File: src/rtl/fdiv_if.sv
// fixedp: shared fixed-point format and clock/reset bundle
// for the matrix datapath element operators.
interface fixedp #(
    parameter int WIDTH = 16,
    parameter int SCALE = 8
);
    logic clk;
    logic reset;

    modport sink (input clk, input reset);
endinterface

File: src/rtl/fdiv.sv
// fdiv: sequential signed fixed-point divider, f = a / b.
// Restoring shift/subtract, one quotient bit per clock.
module fdiv #(
    parameter int WIDTH = 16,
    parameter int SCALE = 8
) (
    fixedp.sink                g,
    input  logic               start,
    input  logic [WIDTH-1:0]   a,
    input  logic [WIDTH-1:0]   b,
    output logic               busy,
    output logic               done,
    output logic [WIDTH-1:0]   f,
    output logic               dz,
    output logic               ovf
);
    localparam int N  = WIDTH + SCALE;
    localparam int CW = $clog2(N + 1);

    localparam logic [N-1:0] QPOS = N'((64'd1 << (WIDTH - 1)) - 64'd1);
    localparam logic [N-1:0] QNEG = N'(64'd1 << (WIDTH - 1));

    localparam logic [WIDTH-1:0] FMAX = {1'b0, {(WIDTH-1){1'b1}}};
    localparam logic [WIDTH-1:0] FMIN = {1'b1, {(WIDTH-1){1'b0}}};

    typedef enum logic [1:0] {
        IDLE,
        DIV,
        FIX
    } state_t;

    state_t           state_q, state_d;
    logic [CW-1:0]    cnt_q, cnt_d;
    logic             sign_q, sign_d;
    logic             aneg_q, aneg_d;
    logic             bzero_q, bzero_d;
    logic [WIDTH-1:0] bmag_q, bmag_d;
    logic [N-1:0]     dvd_q, dvd_d;
    logic [WIDTH:0]   rem_q, rem_d;
    logic [N-1:0]     quo_q, quo_d;
    logic [WIDTH-1:0] f_q, f_d;
    logic             dz_q, dz_d;
    logic             ovf_q, ovf_d;
    logic             done_q, done_d;

    logic [WIDTH-1:0] amag;
    logic [WIDTH:0]   rem_sh;
    logic [WIDTH:0]   rem_sub;

    // Next-state, iteration step and result fix-up
    always_comb begin
        state_d = state_q;
        cnt_d   = cnt_q;
        sign_d  = sign_q;
        aneg_d  = aneg_q;
        bzero_d = bzero_q;
        bmag_d  = bmag_q;
        dvd_d   = dvd_q;
        rem_d   = rem_q;
        quo_d   = quo_q;
        f_d     = f_q;
        dz_d    = dz_q;
        ovf_d   = ovf_q;
        done_d  = 1'b0;
        amag    = a[WIDTH-1] ? -a : a;
        rem_sh  = {rem_q[WIDTH-1:0], dvd_q[N-1]};
        rem_sub = rem_sh - {1'b0, bmag_q};
        unique case (state_q)
            IDLE: begin
                if (start) begin
                    state_d = DIV;
                    cnt_d   = '0;
                    sign_d  = a[WIDTH-1] ^ b[WIDTH-1];
                    aneg_d  = a[WIDTH-1];
                    bzero_d = (b == '0);
                    bmag_d  = b[WIDTH-1] ? -b : b;
                    dvd_d   = {amag, {SCALE{1'b0}}};
                    rem_d   = '0;
                    quo_d   = '0;
                end
            end
            DIV: begin
                dvd_d = {dvd_q[N-2:0], 1'b0};
                if (rem_sh >= {1'b0, bmag_q}) begin
                    rem_d = rem_sub;
                    quo_d = {quo_q[N-2:0], 1'b1};
                end else begin
                    rem_d = rem_sh;
                    quo_d = {quo_q[N-2:0], 1'b0};
                end
                cnt_d = cnt_q + 1'b1;
                if (cnt_q == CW'(N - 1)) begin
                    state_d = FIX;
                end
            end
            FIX: begin
                state_d = IDLE;
                done_d  = 1'b1;
                dz_d    = 1'b0;
                ovf_d   = 1'b0;
                if (bzero_q) begin
                    f_d  = aneg_q ? FMIN : FMAX;
                    dz_d = 1'b1;
                end else if (!sign_q && quo_q > QPOS) begin
                    f_d   = FMAX;
                    ovf_d = 1'b1;
                end else if (sign_q && quo_q > QNEG) begin
                    f_d   = FMIN;
                    ovf_d = 1'b1;
                end else if (sign_q) begin
                    f_d = -quo_q[WIDTH-1:0];
                end else begin
                    f_d = quo_q[WIDTH-1:0];
                end
            end
            default: begin
                state_d = IDLE;
            end
        endcase
    end

    // State and datapath registers, asynchronously cleared
    always_ff @(posedge g.clk or posedge g.reset) begin
        if (g.reset) begin
            state_q <= IDLE;
            cnt_q   <= '0;
            sign_q  <= 1'b0;
            aneg_q  <= 1'b0;
            bzero_q <= 1'b0;
            bmag_q  <= '0;
            dvd_q   <= '0;
            rem_q   <= '0;
            quo_q   <= '0;
            f_q     <= '0;
            dz_q    <= 1'b0;
            ovf_q   <= 1'b0;
            done_q  <= 1'b0;
        end else begin
            state_q <= state_d;
            cnt_q   <= cnt_d;
            sign_q  <= sign_d;
            aneg_q  <= aneg_d;
            bzero_q <= bzero_d;
            bmag_q  <= bmag_d;
            dvd_q   <= dvd_d;
            rem_q   <= rem_d;
            quo_q   <= quo_d;
            f_q     <= f_d;
            dz_q    <= dz_d;
            ovf_q   <= ovf_d;
            done_q  <= done_d;
        end
    end

    assign busy = (state_q != IDLE);
    assign done = done_q;
    assign f    = f_q;
    assign dz   = dz_q;
    assign ovf  = ovf_q;
endmodule

File: src/flat_wrapper.sv
// flat-port wrapper written by rule: the top's interface ports become plain ports
module fdiv_flat 
#(
    parameter int WIDTH = 16,
    parameter int SCALE = 8
)
  (start, a, b, busy, done, f, dz, ovf, g_clk, g_reset);
  fixedp #(.WIDTH(WIDTH), .SCALE(SCALE)) g_i ();
  input  logic start;
  input  logic [WIDTH-1:0] a;
  input  logic [WIDTH-1:0] b;
  output logic busy;
  output logic done;
  output logic [WIDTH-1:0] f;
  output logic dz;
  output logic ovf;
  input wire logic [$bits(g_i.clk)-1:0] g_clk;
  input wire logic [$bits(g_i.reset)-1:0] g_reset;
  assign g_i.clk = g_clk;
  assign g_i.reset = g_reset;
  fdiv #(.WIDTH(WIDTH), .SCALE(SCALE)) u_core (.g(g_i), .start(start), .a(a), .b(b), .busy(busy), .done(done), .f(f), .dz(dz), .ovf(ovf));
endmodule
File: config.mk
export PLATFORM = sky130hd
export DESIGN_NAME = fdiv_flat
export DESIGN_NICKNAME = d
export VERILOG_FILES = /design/src/rtl/fdiv_if.sv /design/src/rtl/fdiv.sv /design/src/flat_wrapper.sv
export SDC_FILE = /design/constraint.sdc
export NUM_CORES = 1
export LEC_CHECK = 0
export CAP_MARGIN = 25
export CORE_MARGIN = 1
export CORE_UTILIZATION = 40
export CTS_CLUSTER_SIZE = 16
export DETAILED_ROUTE_END_ITERATION = 8
export PLACE_DENSITY_LB_ADDON = 0.15
export SKIP_LAST_GASP = 1
export SLEW_MARGIN = 20
export SYNTH_ARGS = -nofsm -noshare
export SYNTH_HDL_FRONTEND = slang
export SYNTH_SLANG_ARGS = --single-unit
File: constraint.sdc
create_clock -name g_clk -period 6.1 [get_ports g_clk]
set_input_delay 0.61 -clock g_clk [delete_from_list [all_inputs] [get_ports g_clk]]
set_output_delay 0.61 -clock g_clk [all_outputs]
set_load 0.01 [all_outputs]
==> results of run 1 <==
-- how the worst max path moves through the flow --
stage | from | end | slack, ns
2_1_floorplan | g_reset | u_core.aneg_q | 2.84
3_3_place_gp | b[4] | u_core.bmag_q[14] | 3.04
3_5_place_dp | b[4] | u_core.bmag_q[14] | 3.02
4_1_cts | u_core.rem_q[11] | u_core.rem_q[1] | 3.29
5_1_grt | u_core.rem_q[11] | u_core.rem_q[1] | 3.09
6_report | u_core.rem_q[11] | u_core.rem_q[1] | 3.27
-- cells in the mapped netlist (2+ instances only) --
cell type | number | area (µm²)
nand2_1 | 104 | 390.4
dfrtp_1 | 101 | 2527
o21ai_0 | 82 | 410.4
a21oi_1 | 38 | 190.2
nand3_1 | 37 | 185.2
clkbuf_1 | 32 | 120.1
xor2_1 | 32 | 280.3
inv_1 | 30 | 112.6
nor2_1 | 30 | 112.6
ha_1 | 20 | 250.2
xnor2_1 | 14 | 122.6
o31ai_1 | 13 | 97.59
a22oi_1 | 12 | 90.09
o22ai_1 | 11 | 68.82
or3_1 | 11 | 68.82
buf_1 | 9 | 33.78
nand4_1 | 9 | 56.30
and3_1 | 8 | 50.05
nand2b_1 | 8 | 50.05
nor3_1 | 8 | 40.04
o21ai_1 | 7 | 35.03
o41ai_1 | 7 | 61.31
a21o_1 | 6 | 45.04
a31oi_1 | 5 | 31.28
nor4_1 | 5 | 31.28
mux2i_1 | 4 | 40.04
nor2b_1 | 4 | 25.02
o211ai_1 | 4 | 30.03
o21a_1 | 4 | 30.03
a211o_1 | 3 | 26.28
or4_1 | 3 | 22.52
a31o_2 | 2 | 17.52
a32oi_1 | 2 | 17.52
and2_1 | 2 | 12.51
buf_6 | 2 | 22.52
o311ai_0 | 2 | 17.52
o31a_1 | 2 | 17.52
or4_4 | 2 | 22.52
-- power groups by stage --
stage | combinational (µW) | sequential (µW) | clock [µW]
4_1_cts | 1870 | 1170 | 611
2_1_floorplan | 1480 | 1100 | 0
3_3_place_gp | 1810 | 1170 | 0
6_report | 1860 | 1180 | 591
5_1_grt | 2110 | 1220 | 636
3_5_place_dp | 1860 | 1180 | 0
-- layout make-up --
| cell class | count | area, µm² | share of cell area [%] |
|---|---|---|---|
| Timing Repair Buffer | 59 | 581.8 | 8.428 |
| Clock buffer | 11 | 252.7 | 3.661 |
| Multi-Input combinational cell | 519 | 3133 | 45.39 |
| Sequential cell | 101 | 2527 | 36.61 |
| Clock inverter | 5 | 58.81 | 0.8519 |
| Tap cell | 184 | 230.2 | 3.335 |
| Inverter | 31 | 118.9 | 1.722 |
-- registers in the layout (all words and copies together) (netlist names) --
register,cells
u_core.state_q,2
u_core.bmag_q,16
u_core.cnt_q,5
u_core.dvd_q,16
u_core.dz,1
u_core.sign_q,1
u_core.aneg_q,1
u_core.quo_q,24
u_core.bzero_q,1
u_core.rem_q,16
u_core.f,16
u_core.done,1
u_core.ovf,1
-- worst max-delay path, stage by stage, from the launching register on --
cell      delay (ns)
dfrtp_1         0.41
ha_1            0.40
a21oi_1         0.33
o21ai_0         0.15
a31o_2          0.26
a211oi_2        0.48
buf_4           0.30
nor3_1          0.06
a311o_1         0.33
-- metal layers --
metal,vias up,wire length (µm)
li1,2532,-
met1,2373,6511
met2,103,6270
met3,15,491
met4,0,233
met5,-,0
-- per-stage QoR --
step                power (µW)  setup WS, ns  cells
global placement          2983         3.044    894
detailed placement        3044         3.021    894
finish                    3624         3.275    910
floorplan                 2586         2.843    694
global route              3959         3.093    910
CTS                       3652         3.287    910
-- kinds of logic (layout without fill, tap and decap cells) --
group / after synthesis / in the layout
AND/OR/NAND/NOR: 238 / 238
buffers and inverters: 74 / 106
AO/OA/AOI/OAI: 210 / 210
multiplexers: 4 / 4
adder cells (fa/ha/maj): 21 / 21
flip-flops: 101 / 101
XOR/XNOR: 46 / 46
==> metrics.yaml, run 1 <==
die:
  dieWidth_um: 123.9
  rows: 44
  core_area_um2: 14530
  dieArea_um2: 15350
  die_h_um: 123.9
  ioPinCount: 55
  initial_core_util_pct: 40.88
critical_path:
  worst-setup-path-type: "reg2reg"
  end_kind: "register"
  crit_required_ns: 6.34
  arrival_ns: 3.06
  start_kind: "register"
  ff2ff_setup_slack_ns: 3.27
  rr_worst_depth: 8
  worstReg2RegEnd: "u_core.rem_q[1]"
  r2r_start: "u_core.rem_q[11]"
  crit_fanout: 13
global_routing:
  grt_remaining_overflow: 0
  top_usage_layer: "met2"
  gr-usage-met3_pct: 3.205
  grt_pass1_wl_um: 22800
  grtUsageMet2_pct: 31.28
  antenna_found_initial: 0
  grt_pass1_vias: 4792
  grt_max_degree: 83
  grt_usage_pct: 18.87
  grt_use_met1_pct: 24.42
hold_path:
  hold_start: "u_core.f[15]"
  hold_class: "reg2reg"
  whs_path_depth: 2
  worstHoldEndpoint: "u_core.f[15]"
clock_tree:
  cts_tree: "built"
  cts.sinks: 101
  clkSlewWorstSetupHoldPaths_ns: 0.07
  post-cts-setup-buffers: 0
  hold_buffers: 0
  clock_latency_ns: 0.35
  cts_resized: 0
  cts_made_buffers: 9
  root_buffer: "clkbuf_16"
  htreeDepth: 3
  clk_path_buf_depth: 2
logic_synthesis:
  synth_xor_area_share_pct: 6.780
  synth_top_family_by_area: "compound AO/OA/AOI/OAI gates"
  async_reset_ff_share_pct: 100.0
  syn_inst: 694
  synth_cell_types: 57
  syn-num-nets: 750
  yosysSeqAreaShare_pct: 42.54
  ys_seq_elements: 101
  synth_edf_count: 0
  muxShareOfSynthArea_pct: 0.6738
  yosys.area_share.simple_pct: 18.99
  syn_area_um2: 5942
  synth_compound_area_share_pct: 21.54
  ys_warn_count: 0
  ys.flop_type: "dfrtp_1"
  synthAdderAreaFrac_pct: 4.548
  avgSynthCellArea_um2: 8.562
sta:
  final.setup.tns_ns: 0
  finalHoldViolations: 0
  min_period_ns: 2.825
  fmax_mhz: 354.0
  drv_slew: 0
  worst_pin_slew_ns: 0.9344
  setup_viol: 0
  slew_headroom_pct: 37.64
  hold_slack_ns: 0.4750
  clock_skew_ns: 0.008344
  rsz0062_at_grt: "false"
  fin_crit_sh_pct: 46.32
detailed_routing:
  wl_per_cell_um: 14.84
  routed_wl_um: 13510
  ant_nets: 0
  vias: 5023
  drc: 0
  via_per_inst: 5.520
  first_pass_iters: 4
  drtIter0Drc: 259
run:
  drv_cap: 0
layout:
  final_cell_mix: "nand2_1, dfrtp_1, o21ai_0"
  fin_area_um2: 6903
  layout_commonest_cell: "nand2_1"
  final_util_pct: 47.49
  layout.nets: 777
  n_antenna_cell: 0
  syn_to_final_growth_pct: 16.17
  drive_above_1_share_pct: 4.683
  fill_cells: 1414
pwr:
  ir_worst_vdd_mv: 0.1756
  power_switching_uw: 1562
  internal_power_uw: 2062
  p_seq_share_pct: 32.4
  p_comb_share_pct: 51.2
  powerDensity_nw_per_um2: 525.0
  power_frac_clock_pct: 16.3
  p_leak_uw: 0.002968
  sw_frac_of_total_pct: 43.10
placed_design:
  dpl_cell_area_um2: 6586
  gp_congestion: 0.8911
  port_buffers: 54
  hpwlAfterDp_um: 9353
run_status:
  outcome: "finished, final reports clean"
Note: power is estimated with default switching activity, not from simulation.
==> run 2, diff against run 1 <==
- clock period: 6.1 -> 2.7 ns (I/O delays scaled with it)
==> metrics.yaml, run 2 (synthesis gave the netlist of run 1 again) <==
global_routing:
  grt_max_degree: 65
  grt_usage_pct: 18.83
  grt_pass1_vias: 4822
  grt_remaining_overflow: 0
  grt_pass1_wl_um: 22590
  antenna_found_initial: 0
run_status:
  outcome: "finished, final reports clean"
pwr:
  power_frac_clock_pct: 15.4
  sw_frac_of_total_pct: 43.40
  p_comb_share_pct: 52.6
  ir_worst_vdd_mv: 0.3811
  powerDensity_nw_per_um2: 1175
  internal_power_uw: 4700
  p_leak_uw: 0.003060
  p_seq_share_pct: 31.9
  power_switching_uw: 3604
clock_tree:
  clock_latency_ns: 0.36
  post-cts-setup-buffers: 0
  htreeDepth: 3
  cts_tree: "built"
  cts_resized: 0
  clkSlewWorstSetupHoldPaths_ns: 0.08
  clk_path_buf_depth: 2
  cts.sinks: 101
  hold_buffers: 0
  cts_made_buffers: 9
  root_buffer: "clkbuf_16"
die:
  initial_core_util_pct: 40.88
  dieArea_um2: 15350
  core_area_um2: 14530
  die_h_um: 123.9
  dieWidth_um: 123.9
  rows: 44
  ioPinCount: 55
layout:
  n_antenna_cell: 0
  layout_commonest_cell: "nand2_1"
  syn_to_final_growth_pct: 18.97
  final_cell_mix: "nand2_1, dfrtp_1, o21ai_0"
  largest_register_ffs: 24
  area.sequential_um2: 2527
  final_cells: 929
  layout.nets: 796
  multi_input_area_um2: 3137
  fin_area_um2: 7069
  top_register: "u_core.quo_q"
  drive_above_1_share_pct: 6.846
  fill_cells: 1410
critical_path:
  end_kind: "register"
  worst-setup-path-type: "reg2reg"
  crit_fanout: 14
  arrival_ns: 2.83
  crit_required_ns: 2.96
  start_kind: "register"
sta:
  fmax_mhz: 388.3
  worst_slack_ns: 0.1245
  finalHoldViolations: 0
  fin_crit_sh_pct: 95.39
  clock_skew_ns: 0.007853
  worst_pin_slew_ns: 0.7552
  min_period_ns: 2.575
  drv_slew: 0
  slew_headroom_pct: 49.55
  setup_viol: 0
  hold_slack_ns: 0.3995
detailed_routing:
  wl_per_cell_um: 14.40
  maxUsedRoutingLayer: "met4"
  drtIter0Drc: 249
  drc: 0
  first_pass_iters: 4
  routed_wl_um: 13380
  wl_met3_um: 390
  via_per_inst: 5.378
  dr_wl_met2_um: 6386
  vias: 4996
  wl_met1_um: 6482
  ant_nets: 0
run:
  drv_cap: 0
placed_design:
  dp.cells: 913
  port_buffers: 54
  gp_congestion: 0.8648
  hpwlAfterDp_um: 9991
  dp_worst_setup_slack_ns: 0.05545
  dpl_cell_area_um2: 6765
hold_path:
  hold_class: "in2async"
==> run 2: worst max-delay path, cell delays in order, from the launching register on <==
cell     delay (ns)
dfrtp_1        0.45
or4_4          0.59
or4_4          0.51
or3_4          0.35
a21oi_2        0.19
o21ai_4        0.13
o31ai_1        0.27
==> run 2: final timing paths <==
path | slack [ns] | to | cells after the start | from
setup / recovery | 0.12 | u_core.f[2] | 6 | u_core.quo_q[8]
hold / removal | 0.40 | u_core.rem_q[15] | 2 | g_reset
setup reg to reg | 0.12 | u_core.f[2] | 6 | u_core.quo_q[8]
hold reg to reg | 0.48 | u_core.bmag_q[7] | 2 | u_core.bmag_q[7]
max in group asynchronous | 1.65 | u_core.bzero_q | 3 | g_reset
min in group g_clk | 0.48 | u_core.bmag_q[7] | 2 | u_core.bmag_q[7]
==> run 2: power by group through the flow <==
stage | logic [µW] | clock network [µW] | registers, µW
2_1_floorplan | 3360 | 0 | 2490
3_3_place_gp | 4270 | 0 | 2650
3_5_place_dp | 4380 | 0 | 2670
4_1_cts | 4370 | 1320 | 2650
5_1_grt | 4970 | 1370 | 2740
6_report | 4370 | 1280 | 2650
==> run 2: cell type report <==
cell class	count	share of cell area, %
clock buffer	10	3.381
clock inverter	6	0.8142
inverter	31	1.699
multi-input combinational	519	44.37
sequential	101	35.75
tap	184	3.257
timing repair buffer	78	10.73
==> run 2: metal layers <==
metal | track usage, % | vias up
met4 | 6.852 | 0
met3 | 2.885 | 5
met1 | 24.31 | 2358
met5 | 0 | -
li1 | - | 2562
met2 | 31.81 | 71
==> run 2: stage by stage <==
step / total power (µW) / TNS, ns / util (%)
floorplan: 5843 / 0 / -
global placement: 6920 / 0 / 46.55
detailed placement: 7047 / 0 / 46.55
CTS: 8338 / 0 / 48.59
global route: 9084 / -0.005375 / 48.64
finish: 8304 / 0 / 48.64
